`config.mk`:
```
export PLATFORM = sky130hd
export DESIGN_NAME = bsg_clk_gen_pearl_tag_sequencer
export DESIGN_NICKNAME = d
export VERILOG_FILES = /design/src/rtl/bsg_clk_gen_pearl_tag_sequencer.sv
export SDC_FILE = /design/constraint.sdc
export NUM_CORES = 1
export LEC_CHECK = 0
export BUFFER_PORTS_ARGS = -buffer_cell sky130_fd_sc_hd__buf_2
export CORE_MARGIN = 4
export CORE_UTILIZATION = 59
export CTS_CLUSTER_DIAMETER = 80
export DETAILED_ROUTE_END_ITERATION = 10
export PLACE_DENSITY_LB_ADDON = 0.25
export SETUP_SLACK_MARGIN = 0.3
export SYNTH_ARGS = -nofsm -noshare
export SYNTH_HDL_FRONTEND = slang
export SYNTH_SLANG_ARGS = --single-unit
```
`constraint.sdc`:
```
create_clock -name clk_i -period 5.1 [get_ports clk_i]
set_input_delay 0.255 -clock clk_i [delete_from_list [all_inputs] [get_ports clk_i]]
set_output_delay 0.255 -clock clk_i [all_outputs]
set_load 0.1 [all_outputs]
```
`src/rtl/bsg_clk_gen_pearl_tag_sequencer.sv`:
```
// Round-robin bsg_tag packet sequencer: serialises whole requester packets onto tag_data_o/tag_en_o.
// Optional BSG_CLK_GEN_PEARL_TAG_SEQ_STATS_EN adds a completed-packet counter output pkt_count_o.
module bsg_clk_gen_pearl_tag_sequencer #(
  parameter int num_req_p           = 2,
  parameter int tag_els_p           = 16,
  parameter int tag_lg_width_p      = 4,
  parameter int max_payload_width_p = 8,
  parameter int gap_cycles_p        = 4,
  parameter int init_zeros_p        = 16,
  localparam int nid_w = (tag_els_p > 1) ? $clog2(tag_els_p) : 1
) (
  input  logic                                     clk_i,
  input  logic                                     reset_n_i,
  input  logic [num_req_p-1:0]                     v_i,
  input  logic [num_req_p*nid_w-1:0]               node_id_i,
  input  logic [num_req_p-1:0]                     data_not_reset_i,
  input  logic [num_req_p*tag_lg_width_p-1:0]      len_i,
  input  logic [num_req_p*max_payload_width_p-1:0] payload_i,
  output logic [num_req_p-1:0]                     ready_o,
  output logic                                     tag_data_o,
  output logic                                     tag_en_o,
  output logic                                     busy_o
`ifdef BSG_CLK_GEN_PEARL_TAG_SEQ_STATS_EN
  ,output logic [15:0]                             pkt_count_o
`endif
);

  localparam int REQ_W   = (num_req_p > 1) ? $clog2(num_req_p) : 1;
  localparam int SR_W    = nid_w + 1 + tag_lg_width_p + max_payload_width_p;
  localparam int PKT_MAX = SR_W + 1;
  localparam int CNT_MAX = (PKT_MAX > init_zeros_p)
                           ? ((PKT_MAX > gap_cycles_p) ? PKT_MAX : gap_cycles_p)
                           : ((init_zeros_p > gap_cycles_p) ? init_zeros_p : gap_cycles_p);
  localparam int CNT_W   = $clog2(CNT_MAX + 1);

  localparam logic [tag_lg_width_p-1:0] MAX_LEN   = tag_lg_width_p'(max_payload_width_p);
  localparam logic [CNT_W-1:0]          HDR_BITS  = CNT_W'(1 + nid_w + tag_lg_width_p);
  localparam logic [CNT_W-1:0]          INIT_LAST = CNT_W'(init_zeros_p);
  localparam logic [CNT_W-1:0]          GAP_LAST  = CNT_W'(gap_cycles_p);

  typedef enum logic [1:0] {S_INIT, S_IDLE, S_SHIFT, S_GAP} state_e;

  state_e                    state_q, state_d;
  logic [CNT_W-1:0]          cnt_q, cnt_d;
  logic [SR_W-1:0]           sr_q, sr_d;
  logic [REQ_W-1:0]          ptr_q, ptr_d;
  logic                      data_q, data_d;
  logic                      en_q;
  logic                      busy_q;

  logic                      hi_v, lo_v, grant_v;
  logic [REQ_W-1:0]          hi_idx, lo_idx, grant_idx;
  logic [nid_w-1:0]          sel_nid;
  logic                      sel_dnr;
  logic [tag_lg_width_p-1:0] sel_len_raw, sel_len;
  logic [max_payload_width_p-1:0] sel_pay;

  // Round-robin without modulo: prefer the lowest valid index >= ptr, else the lowest valid index.
  always_comb begin
    hi_v   = 1'b0;
    lo_v   = 1'b0;
    hi_idx = '0;
    lo_idx = '0;
    for (int unsigned r = 0; r < num_req_p; r++) begin
      if (v_i[r] && !hi_v && (r >= 32'(ptr_q))) begin
        hi_v   = 1'b1;
        hi_idx = REQ_W'(r);
      end
      if (v_i[r] && !lo_v) begin
        lo_v   = 1'b1;
        lo_idx = REQ_W'(r);
      end
    end
    grant_v   = (state_q == S_IDLE) && (hi_v || lo_v);
    grant_idx = hi_v ? hi_idx : lo_idx;
    ready_o   = '0;
    if (grant_v) ready_o[grant_idx] = 1'b1;
  end

  always_comb begin
    sel_nid     = '0;
    sel_dnr     = 1'b0;
    sel_len_raw = '0;
    sel_pay     = '0;
    for (int unsigned r = 0; r < num_req_p; r++) begin
      if (grant_idx == REQ_W'(r)) begin
        sel_nid     = node_id_i[r*nid_w +: nid_w];
        sel_dnr     = data_not_reset_i[r];
        sel_len_raw = len_i[r*tag_lg_width_p +: tag_lg_width_p];
        sel_pay     = payload_i[r*max_payload_width_p +: max_payload_width_p];
      end
    end
    sel_len = (sel_len_raw > MAX_LEN) ? MAX_LEN : sel_len_raw;
  end

  // data_d is the bit presented during the state being entered, so outputs stay registered.
  always_comb begin
    state_d = state_q;
    cnt_d   = cnt_q;
    sr_d    = sr_q;
    ptr_d   = ptr_q;
    data_d  = 1'b0;
    unique case (state_q)
      S_INIT: begin
        if (cnt_q == INIT_LAST) begin
          state_d = S_IDLE;
          cnt_d   = '0;
        end else begin
          cnt_d = cnt_q + 1'b1;
        end
      end
      S_IDLE: begin
        if (grant_v) begin
          state_d = S_SHIFT;
          data_d  = 1'b1;
          sr_d    = {sel_pay, sel_len, sel_dnr, sel_nid};
          cnt_d   = HDR_BITS + CNT_W'(sel_len);
          ptr_d   = (grant_idx == REQ_W'(num_req_p - 1)) ? '0 : grant_idx + 1'b1;
        end
      end
      S_SHIFT: begin
        if (cnt_q == '0) begin
          state_d = S_GAP;
          cnt_d   = CNT_W'(1);
        end else begin
          data_d = sr_q[0];
          sr_d   = sr_q >> 1;
          cnt_d  = cnt_q - 1'b1;
        end
      end
      S_GAP: begin
        if (cnt_q == GAP_LAST) begin
          state_d = S_IDLE;
          cnt_d   = '0;
        end else begin
          cnt_d = cnt_q + 1'b1;
        end
      end
      default: state_d = S_INIT;
    endcase
  end

  always_ff @(posedge clk_i or negedge reset_n_i) begin
    if (!reset_n_i) begin
      state_q <= S_INIT;
      cnt_q   <= '0;
      sr_q    <= '0;
      ptr_q   <= '0;
      data_q  <= 1'b0;
      en_q    <= 1'b0;
      busy_q  <= 1'b1;
    end else begin
      state_q <= state_d;
      cnt_q   <= cnt_d;
      sr_q    <= sr_d;
      ptr_q   <= ptr_d;
      data_q  <= data_d;
      en_q    <= 1'b1;
      busy_q  <= (state_d != S_IDLE);
    end
  end

  assign tag_data_o = data_q;
  assign tag_en_o   = en_q;
  assign busy_o     = busy_q;

`ifdef BSG_CLK_GEN_PEARL_TAG_SEQ_STATS_EN
  logic [15:0] pkt_count_q;

  always_ff @(posedge clk_i or negedge reset_n_i) begin
    if (!reset_n_i) begin
      pkt_count_q <= '0;
    end else if ((state_q == S_GAP) && (cnt_q == GAP_LAST)) begin
      pkt_count_q <= pkt_count_q + 16'd1;
    end
  end

  assign pkt_count_o = pkt_count_q;
`endif

endmodule

```
# Word level (Yosys, flattened, before mapping)
# Cells that the tools add are included.
dict set report word_totals {
  ff_bits 28
  in_bits 38
  out_inout_bits 5
  word_cells 68
}
dict set report classes {
  n_addsub 4
  order_cmp 4
  eq_ne 8
  n_mux 32
  reduce_logical 13
}
# cell count
set ops {}
lappend ops {{$mux 17} 2}
lappend ops {{$pmux 17 s2} 1}
lappend ops {{$mux 5} 4}
lappend ops {{$pmux 5 s4} 1}
lappend ops {{$mux 1} 12}
lappend ops {{$mux 4} 3}
lappend ops {{$mux 2} 5}
lappend ops {{$mux 8} 1}
lappend ops {{$pmux 2 s4} 1}
lappend ops {{$add 4x4->5 const A} 1}
lappend ops {{$add 5x1->5 const B} 1}
lappend ops {{$eq 5x3->1 const B} 1}
lappend ops {{$eq 5x5->1 const B} 1}
lappend ops {{$logic_and 1x1->1} 5}
lappend ops {{$logic_not 5->1} 1}
lappend ops {{$sub 5x1->5 const B} 1}
lappend ops {{$eq 2x2->1 const B} 2}
lappend ops {{$gt 4x4->1 const B} 1}
lappend ops {{$ne 2x2->1 const B} 2}
lappend ops {{$reduce_and 3->1} 1}
lappend ops {{$eq 2x1->1 const B} 1}
lappend ops {{$logic_not 1->1} 2}
lappend ops {{$logic_not 2->1} 1}
lappend ops {{$lt 1x2->1 const B} 1}
lappend ops {{9 further kinds} 9}

# Depth between registers and ports, before layout
# Gate-level depths: netlist of run 1.
dict set report logic_depth {
  ltp_word 13
  ltp_mapped 9
}

# Worst setup path after synthesis of run 1
# OpenSTA, ideal clock, no wires.
dict set report synth_timing {
  path_kind {register to output}
  startpoint {register state_q[1]}
  endpoint {output ready_o[0]}
  arrival_time_ns 3.113
  setup_slack_ns 1.732
  path_stages_with_launch 6
  path_buffers 1
  cell_sequence {dfrtp_1 inv_1 ha_1 buf_2 inv_1 a211oi_1}
}
dict set report synth_between {
  elab_chain_cells 3
}
# element line_no
set synth_rtl {}
lappend synth_rtl {{start: declaration} 43} ;# state_e state_q, state_d;
lappend synth_rtl {{start signal: assignment} 153} ;# state_q <= state_d;
lappend synth_rtl {{$eq 2x1->1} 74} ;# grant_v = (state_q == S_IDLE) && (hi_v || lo_v);
lappend synth_rtl {{$logic_and 1x1->1} 74}
lappend synth_rtl {{$mux 2} 77} ;# if (grant_v) ready_o[grant_idx] = 1'b1;
lappend synth_rtl {{end: declaration} 19} ;# output logic [num_req_p-1:0] ready_o,
# No other way between the ends.

# Worst setup path after layout of run 1
dict set report layout_timing {
  startpoint {register ptr_q}
  endpoint {register cnt_q[2]}
}
dict set report layout_between {
  elab_chain_cells 13
  elab_cells_between_ends 17
  classes_between {add/sub (1); order compare (2); eq/ne (1); mux (8); reduce/logical (5)}
}
# element line_no
set layout_rtl {}
lappend layout_rtl {{start: declaration} 46} ;# logic [REQ_W-1:0] ptr_q, ptr_d;
lappend layout_rtl {{start signal: assignment} 156} ;# ptr_q <= ptr_d;
lappend layout_rtl {{$ge 1x1->1 *} 65} ;# if (v_i[r] && !hi_v && (r >= 32'(ptr_q))) begin
lappend layout_rtl {{$logic_and 1x1->1 *} 65}
lappend layout_rtl {{$mux 1 *} 65}
lappend layout_rtl {{$logic_not 1->1} 65}
lappend layout_rtl {{$logic_and 1x1->1} 65}
lappend layout_rtl {{$mux 1} 65}
lappend layout_rtl {{$mux 1} 75} ;# grant_idx = hi_v ? hi_idx : lo_idx;
lappend layout_rtl {{$mux 4} 86} ;# if (grant_idx == REQ_W'(r)) begin
lappend layout_rtl {{$gt 4x4->1} 93} ;# sel_len = (sel_len_raw > MAX_LEN) ? MAX_LEN : sel_len_raw;
lappend layout_rtl {{$mux 4} 93}
lappend layout_rtl {{$add 4x4->5} 117} ;# cnt_d = HDR_BITS + CNT_W'(sel_len);
lappend layout_rtl {{$mux 5} 113} ;# if (grant_v) begin
lappend layout_rtl {{$pmux 5 s4} 103} ;# unique case (state_q)
lappend layout_rtl {{end signal: assignment} 154} ;# cnt_q <= cnt_d;
lappend layout_rtl {{end: declaration} 44} ;# logic [CNT_W-1:0] cnt_q, cnt_d;
# Mark *: on every way between the ends. The rest lies on a longest branch, timed or not. The select of a mux whose other input is x is not followed.
# A chain may end at the register's enable or synchronous reset.

==> out/qor.yml, run 1 <==
global_routing:
  grt_overflow: 0
  gr-max-usage-layer: "met2"
  grt_pass1_vias: 1523
  grt_max_degree: 41
  number_of_antenna_violations_at_the_first_check_in_global_routing: 0
  gr-usage-all-layers_pct: 19.89
  grt_use_met1_pct: 25.16
  gr-usage-met2_pct: 36.06
  gr-usage-met3_pct: 2.192
  first_pass_grt_wire_length_mm: 6.851
yosys:
  ys_seq_area_share_pct: 34.76
  synth_enable_flop_cells: 0
  ys_async_sr_fraction_pct: 100.0
  cell_accounting_for_the_most_synthesized_area: "dfrtp_1"
  synth.yosys.warnings: 0
  synthesis.area_per_instance_um2: 9.662
  synth.cell_area_mm2: 0.002019
  synthSimpleGateAreaFrac_pct: 14.06
  postSynthNetCount: 255
  main_combinational_cell_family_by_area_after_synthesis: "multiplexers"
  postSynth.topFlopCell: "dfrtp_1"
  synth.top_cells.by_area: "dfrtp_1, mux2i_1, mux2_4"
  synth.lib_cells_used.distinct: 47
  synth-compound-area-share_pct: 18.59
  synthDominantCellAreaShare_pct: 33.46
  share_of_the_synthesized_netlist_area_taken_by_xor_and_xnor_gates_pct: 0
  post_synth_mux_area_share_pct: 21.75
  syn-instance-count: 209
  synth.ff_latch_count: 28
  synth_fa_ha_area_share_pct: 4.957
placed_design:
  number_of_buffers_inserted_by_port_buffering: 42
  place_ws_ns: 2.389
  place_hpwl_mm: 3.076
  routabilityCongestion: 0.8531
sta:
  min_period_over_period_pct: 53.48
  timing_worst_slew_pin_value_ns: 1.176
  setup_tns_ns: 0
  rsz0062_at_grt: "no"
  fin_worst_setup_slack_ns: 2.373
  timing.final.setup_violations: 0
  final_period_minus_worst_setup_slack_ns: 2.727
  slew-limit-headroom_pct: 21.58
  timing_max_transition_violations_final: 0
  timing.clock.skew_ns: 0.002832
  final.hold.worst_slack_ns: 0.1933
  timing.fmax_mhz: 366.6
  fin_hold_viols: 0
critical_path:
  end_kind: "flop"
  timing.critical_path.slowest_cell_delay_ns: 0.91
  cp_max_fo: 20
  critical_path.cell_chain: "o21ai_2 -> mux2i_1 -> ha_1 -> or4_1 -> a2bb2oi_1 -> nand3_1"
  critical_path.startpoint_type: "flop"
  critPathRequiredTime_ns: 5.38
  critPathKind: "flop to flop"
  critPathArrivalTime_ns: 3.00
  crit_slowest_cell: "o21ai_2"
run:
  max_cap_violations: 0
die:
  initial_utilization_pct: 64.05
  i_o_pin_count: 43
  row_count: 20
  die_x_um: 66.51
  core_area_mm2: 0.003153
  die_h_um: 66.51
  die_area_mm2: 0.004423
layout:
  layout-drive-gt1-share_pct: 30.61
  final.fill_count: 271
  mostFrequentLayoutCells: "buf_2, dfrtp_1, nand2_1"
  insertedDiodeCount: 0
  fin_nets: 292
  mostFrequentLayoutCell: "buf_2"
  synthToLayoutAreaGrowth_pct: 13.13
power_and_ir_drop:
  power.ir.vdd_worst_mv: 0.2933
  static-leakage-power_nw: 1.084
  cellPowerDensity_mw_per_mm2: 620.8
routing:
  finalWirelength_mm: 4.200
  post_route_antenna_net_violation_count: 0
  drt_pass1_iterations: 4
  detail_route.vias_per_cell: 5.820
  routed-via-count: 1682
  drc_errors: 0
  number_of_drc_markers_after_the_initial_detailed_route_iteration: 107
  avgRoutedWirePerCell_um: 14.53
clocking:
  cts_buffer_depth: 2
  cts-buffers-inserted: 3
  clk_root_buffer_cell: "clkbuf_4"
  clock_sink_total: 28
  post_cts_buffers: 0
  worst_setup_hold_path_clk_slew_ns: 0.15
  cts_tree: "yes"
  insertion_delay_ns: 0.33
  h-tree-depth: 1
status:
  status: "finished, final reports clean"
hold_path:
  worstHoldPathType: "input port to flop"
-- cells by family after synthesis --
family | count (synthesis)
simple gates | 53
mux | 38
flops | 28
compound gates | 58
buf+inv | 23
other cells | 1
fa+ha+maj | 8
-- timing repair --
item,4_1_cts,5_1_grt
endpoints found under the hold margin,27,0
hold buffers,1,0
resized for setup,0,0
-- report_power, final --
group | internal (mW) | total [mW] | switching [mW]
combinational | 0.395 | 0.848 | 0.453
sequential | 0.333 | 0.424 | 0.0918
clock | 0.0795 | 0.146 | 0.0666
-- worst max-delay path: cells and delay by family (launching register included) --
family | cells | cell delay, ns
AOI/OAI and AO/OA | 2 | 1.05
adders and majority gates | 1 | 0.30
DFF | 1 | 0.45
muxes | 1 | 0.32
and+or+nand+nor | 2 | 0.55
-- state kept, by name, indices dropped and copies added (netlist names) --
name        flops
state_q         2
ptr_q           1
tag_data_o      1
busy_o          1
cnt_q           5
sr_q           17
tag_en_o        1
-- per-layer routing --
layer,share of wire (%),vias to the layer above
li1,-,829
met1,43,806
met2,52,45
met3,4.2,2
met4,0.43,0
met5,0,-
-- Yosys cell counts (3+ instances only) --
| cell type | count |
|---|---|
| o31ai_1 | 3 |
| o21ai_0 | 19 |
| buf_2 | 4 |
| mux2_2 | 11 |
| mux2i_1 | 18 |
| nor2_1 | 4 |
| nor2b_1 | 3 |
| nand2b_1 | 9 |
| dfrtp_1 | 27 |
| a21oi_1 | 11 |
| a211oi_1 | 4 |
| mux2_4 | 9 |
| inv_1 | 11 |
| nand2_1 | 21 |
| a31oi_1 | 4 |
| clkbuf_1 | 5 |
| nand3_1 | 5 |
| ha_1 | 8 |
-- through the flow --
step	util (%)	cells	power (mW)	area (um^2)
5_1_grt	72.46	289	1.526	2285
2_1_floorplan	-	209	1.150	2019
3_3_place_gp	70.48	284	1.255	2222
4_1_cts	72.46	289	1.426	2285
6_report	72.46	289	1.418	2285
3_5_place_dp	70.48	284	1.275	2222
-- final cells by class --
type                       instances  area (um^2)  share of cell area [%]
clock buffer                       3        22.52                  0.9858
timing repair buffer              44        227.7                   9.967
inverter                          11        41.29                   1.807
clock inverter                     1        30.03                   1.314
tap                               44        55.05                   2.410
sequential                        28        701.9                   30.72
multi-input combinational        158         1206                   52.79
-- final timing paths --
check	start	end	slack, ns	depth (start not counted)
max in group asynchronous	reset_n_i	sr_q[11]$_DFFE_PN0P_	4.24	2
min in group asynchronous	reset_n_i	cnt_q[3]$_DFFE_PN0P_	0.45	2
max reg2reg	ptr_q$_DFFE_PN0P_	cnt_q[2]$_DFFE_PN0P_	2.37	6
min reg2reg	sr_q[7]$_DFFE_PN0P_	sr_q[7]$_DFFE_PN0P_	0.53	1
min	v_i[1]	ptr_q$_DFFE_PN0P_	0.19	2
max	ptr_q$_DFFE_PN0P_	cnt_q[2]$_DFFE_PN0P_	2.37	6
No activity file was read; power rests on OpenSTA's default activity.
==> run 2: changes to the inputs <==
- CORE_UTILIZATION: 59 -> 49
- clock period: 5.1 -> 2.4 ns (I/O delays scaled with it)
==> out/qor.yml, run 2 (same netlist as run 1, synthesis figures left out) <==
hold_path:
  holdCritStartpoint: "v_i[1]"
  worst_hold_depth: 2
  hold_path_end: "ptr_q$_DFFE_PN0P_"
  worstHoldPathType: "input port to flop"
sta:
  min_period_over_period_pct: 83.74
  rsz0062_at_grt: "no"
  fin_hold_viols: 0
  setup_tns_ns: 0
  timing.final.setup_violations: 0
  slew-limit-headroom_pct: 57.50
  timing_worst_slew_pin_value_ns: 0.6375
  final_period_minus_worst_setup_slack_ns: 2.010
  timing.clock.skew_ns: 0.006795
  timing.fmax_mhz: 497.6
  timing_max_transition_violations_final: 0
layout:
  largest_reg_flops: 17
  mostFrequentLayoutCells: "buf_2, dfrtp_1, nand2_1"
  layout.core_utilization_pct: 59.96
  biggest_registers_after_layout: "sr_q: 17 flops, cnt_q: 5 flops, state_q: 2 flops"
  fin_nets: 301
  regMostFlops: "sr_q"
  mostFrequentLayoutCell: "buf_2"
  layout-drive-gt1-share_pct: 34.65
  insertedDiodeCount: 0
  synthToLayoutAreaGrowth_pct: 18.77
global_routing:
  first_pass_grt_wire_length_mm: 7.258
  number_of_antenna_violations_at_the_first_check_in_global_routing: 0
  gr-usage-all-layers_pct: 17.04
  grt_max_degree: 29
  grt_pass1_vias: 1565
  grt_overflow: 0
critical_path:
  critPathArrivalTime_ns: 2.17
  regToRegSetupSlack_ns: 0.39
  end_kind: "flop"
  worstRegToRegCells: 7
  critPathRequiredTime_ns: 2.56
  critical_path.cell_chain: "inv_1 -> ha_1 -> or4b_4 -> nand2_4 -> a21oi_4 -> buf_12 -> mux2_4"
  cp_max_fo: 17
  critPathKind: "flop to flop"
  crit_slowest_cell: "or4b_4"
  crit-reg2reg-launch: "cnt_q[0]$_DFFE_PN0P_"
  critical_path.startpoint_type: "flop"
  timing.critical_path.slowest_cell_delay_ns: 0.52
  reg2reg_end: "sr_q[14]$_DFFE_PN0P_"
routing:
  routed-wl-met3_um: 203
  drc_errors: 0
  avgRoutedWirePerCell_um: 14.11
  number_of_drc_markers_after_the_initial_detailed_route_iteration: 144
  drt_pass1_iterations: 4
  finalWirelength_mm: 4.290
  detail_route.vias_per_cell: 5.563
  highest_layer: "met4"
  routed-via-count: 1691
  post_route_antenna_net_violation_count: 0
  met1_length_mm: 1.930
  dr_wl_met2_mm: 2.098
power_and_ir_drop:
  finalPower_mw: 3.155
  cellPowerDensity_mw_per_mm2: 1315
  power.ir.vdd_worst_mv: 0.6691
  static-leakage-power_nw: 1.126
die:
  die_area_mm2: 0.005212
  row_count: 23
  die_h_um: 72.20
  core_area_mm2: 0.004000
  die_x_um: 72.20
  i_o_pin_count: 43
  initial_utilization_pct: 50.48
clocking:
  cts-buffers-inserted: 3
  clock_sink_total: 28
  cts_buffer_depth: 2
  worst_setup_hold_path_clk_slew_ns: 0.09
  cts_tree: "yes"
  h-tree-depth: 1
  clk_root_buffer_cell: "clkbuf_8"
  insertion_delay_ns: 0.27
status:
  status: "finished, final reports clean"
placed_design:
  number_of_buffers_inserted_by_port_buffering: 42
  routabilityCongestion: 0.9125
  place_hpwl_mm: 3.245
run:
  max_cap_violations: 0
[run 2: cell count changes in the layout (fill, tap and decap cells not counted), moves of 2 or more]
cell	delta
buf_4	+10
clkbuf_4	-3
clkbuf_8	+3
buf_2	-2
[run 2: worst max path at each step]
stage / from / to
global placement: cnt_q[0]$_DFFE_PN0P_ / sr_q[13]$_DFFE_PN0P_
finish: cnt_q[0]$_DFFE_PN0P_ / sr_q[14]$_DFFE_PN0P_
detailed placement: cnt_q[0]$_DFFE_PN0P_ / sr_q[14]$_DFFE_PN0P_
floorplan: cnt_q[0]$_DFFE_PN0P_ / sr_q[0]$_DFFE_PN0P_
CTS: state_q[1]$_DFF_PN0_ / ready_o[0]
global route: cnt_q[0]$_DFFE_PN0P_ / sr_q[14]$_DFFE_PN0P_
[run 2: critical path, delay by kind of cell, from the launching register on]
kind / cells / cell delay (ns)
compound gates: 1 / 0.07
fa+ha+maj: 1 / 0.19
buf+inv: 2 / 0.25
flops: 1 / 0.45
mux: 1 / 0.30
simple gates: 2 / 0.64
[run 2: final cells by class]
cell class,count,area (um^2)
sequential,28,703.2
inverter,11,41.29
tap,50,62.56
timing repair buffer,53,312.8
clock buffer,4,45.04
multi-input combinational,158,1234
fill,376,1602
[run 2: timing repair]
item | in CTS | in global routing
pin swaps | 0 | 0
endpoints found under the hold margin | 27 | 0
resized for setup | 2 | 3
buffers inserted | 0 | 3
hold buffers | 1 | 0
endpoints found under the setup margin | 2 | 18
[run 2: per-layer routing]
metal	vias to the layer above	GRT usage, %
met2	48	27.60
met3	7	2.493
met1	791	24.08
met4	0	3.967
li1	845	-
met5	-	0
[run 2: per-stage QoR]
step	cell area, um^2	cells	worst slack [ns]	hold slack (ns)
4_1_cts	2367	301	0.2651	0.1199
3_5_place_dp	2307	296	0.3625	0.1792
5_1_grt	2399	304	0.3046	0.1271
6_report	2399	304	0.3903	0.1260
3_3_place_gp	2307	296	0.4182	0.1823
2_1_floorplan	2039	209	0.4316	-0.1756
[run 2: power by group]
part | internal, mW | total [mW] | switching (mW) | leakage [nW]
sequential | 0.711 | 0.899 | 0.189 | 0.339
clock | 0.119 | 0.258 | 0.139 | 0.0228
combinational | 0.977 | 2.00 | 1.02 | 0.764
total | 1.81 | 3.15 | 1.35 | 1.13
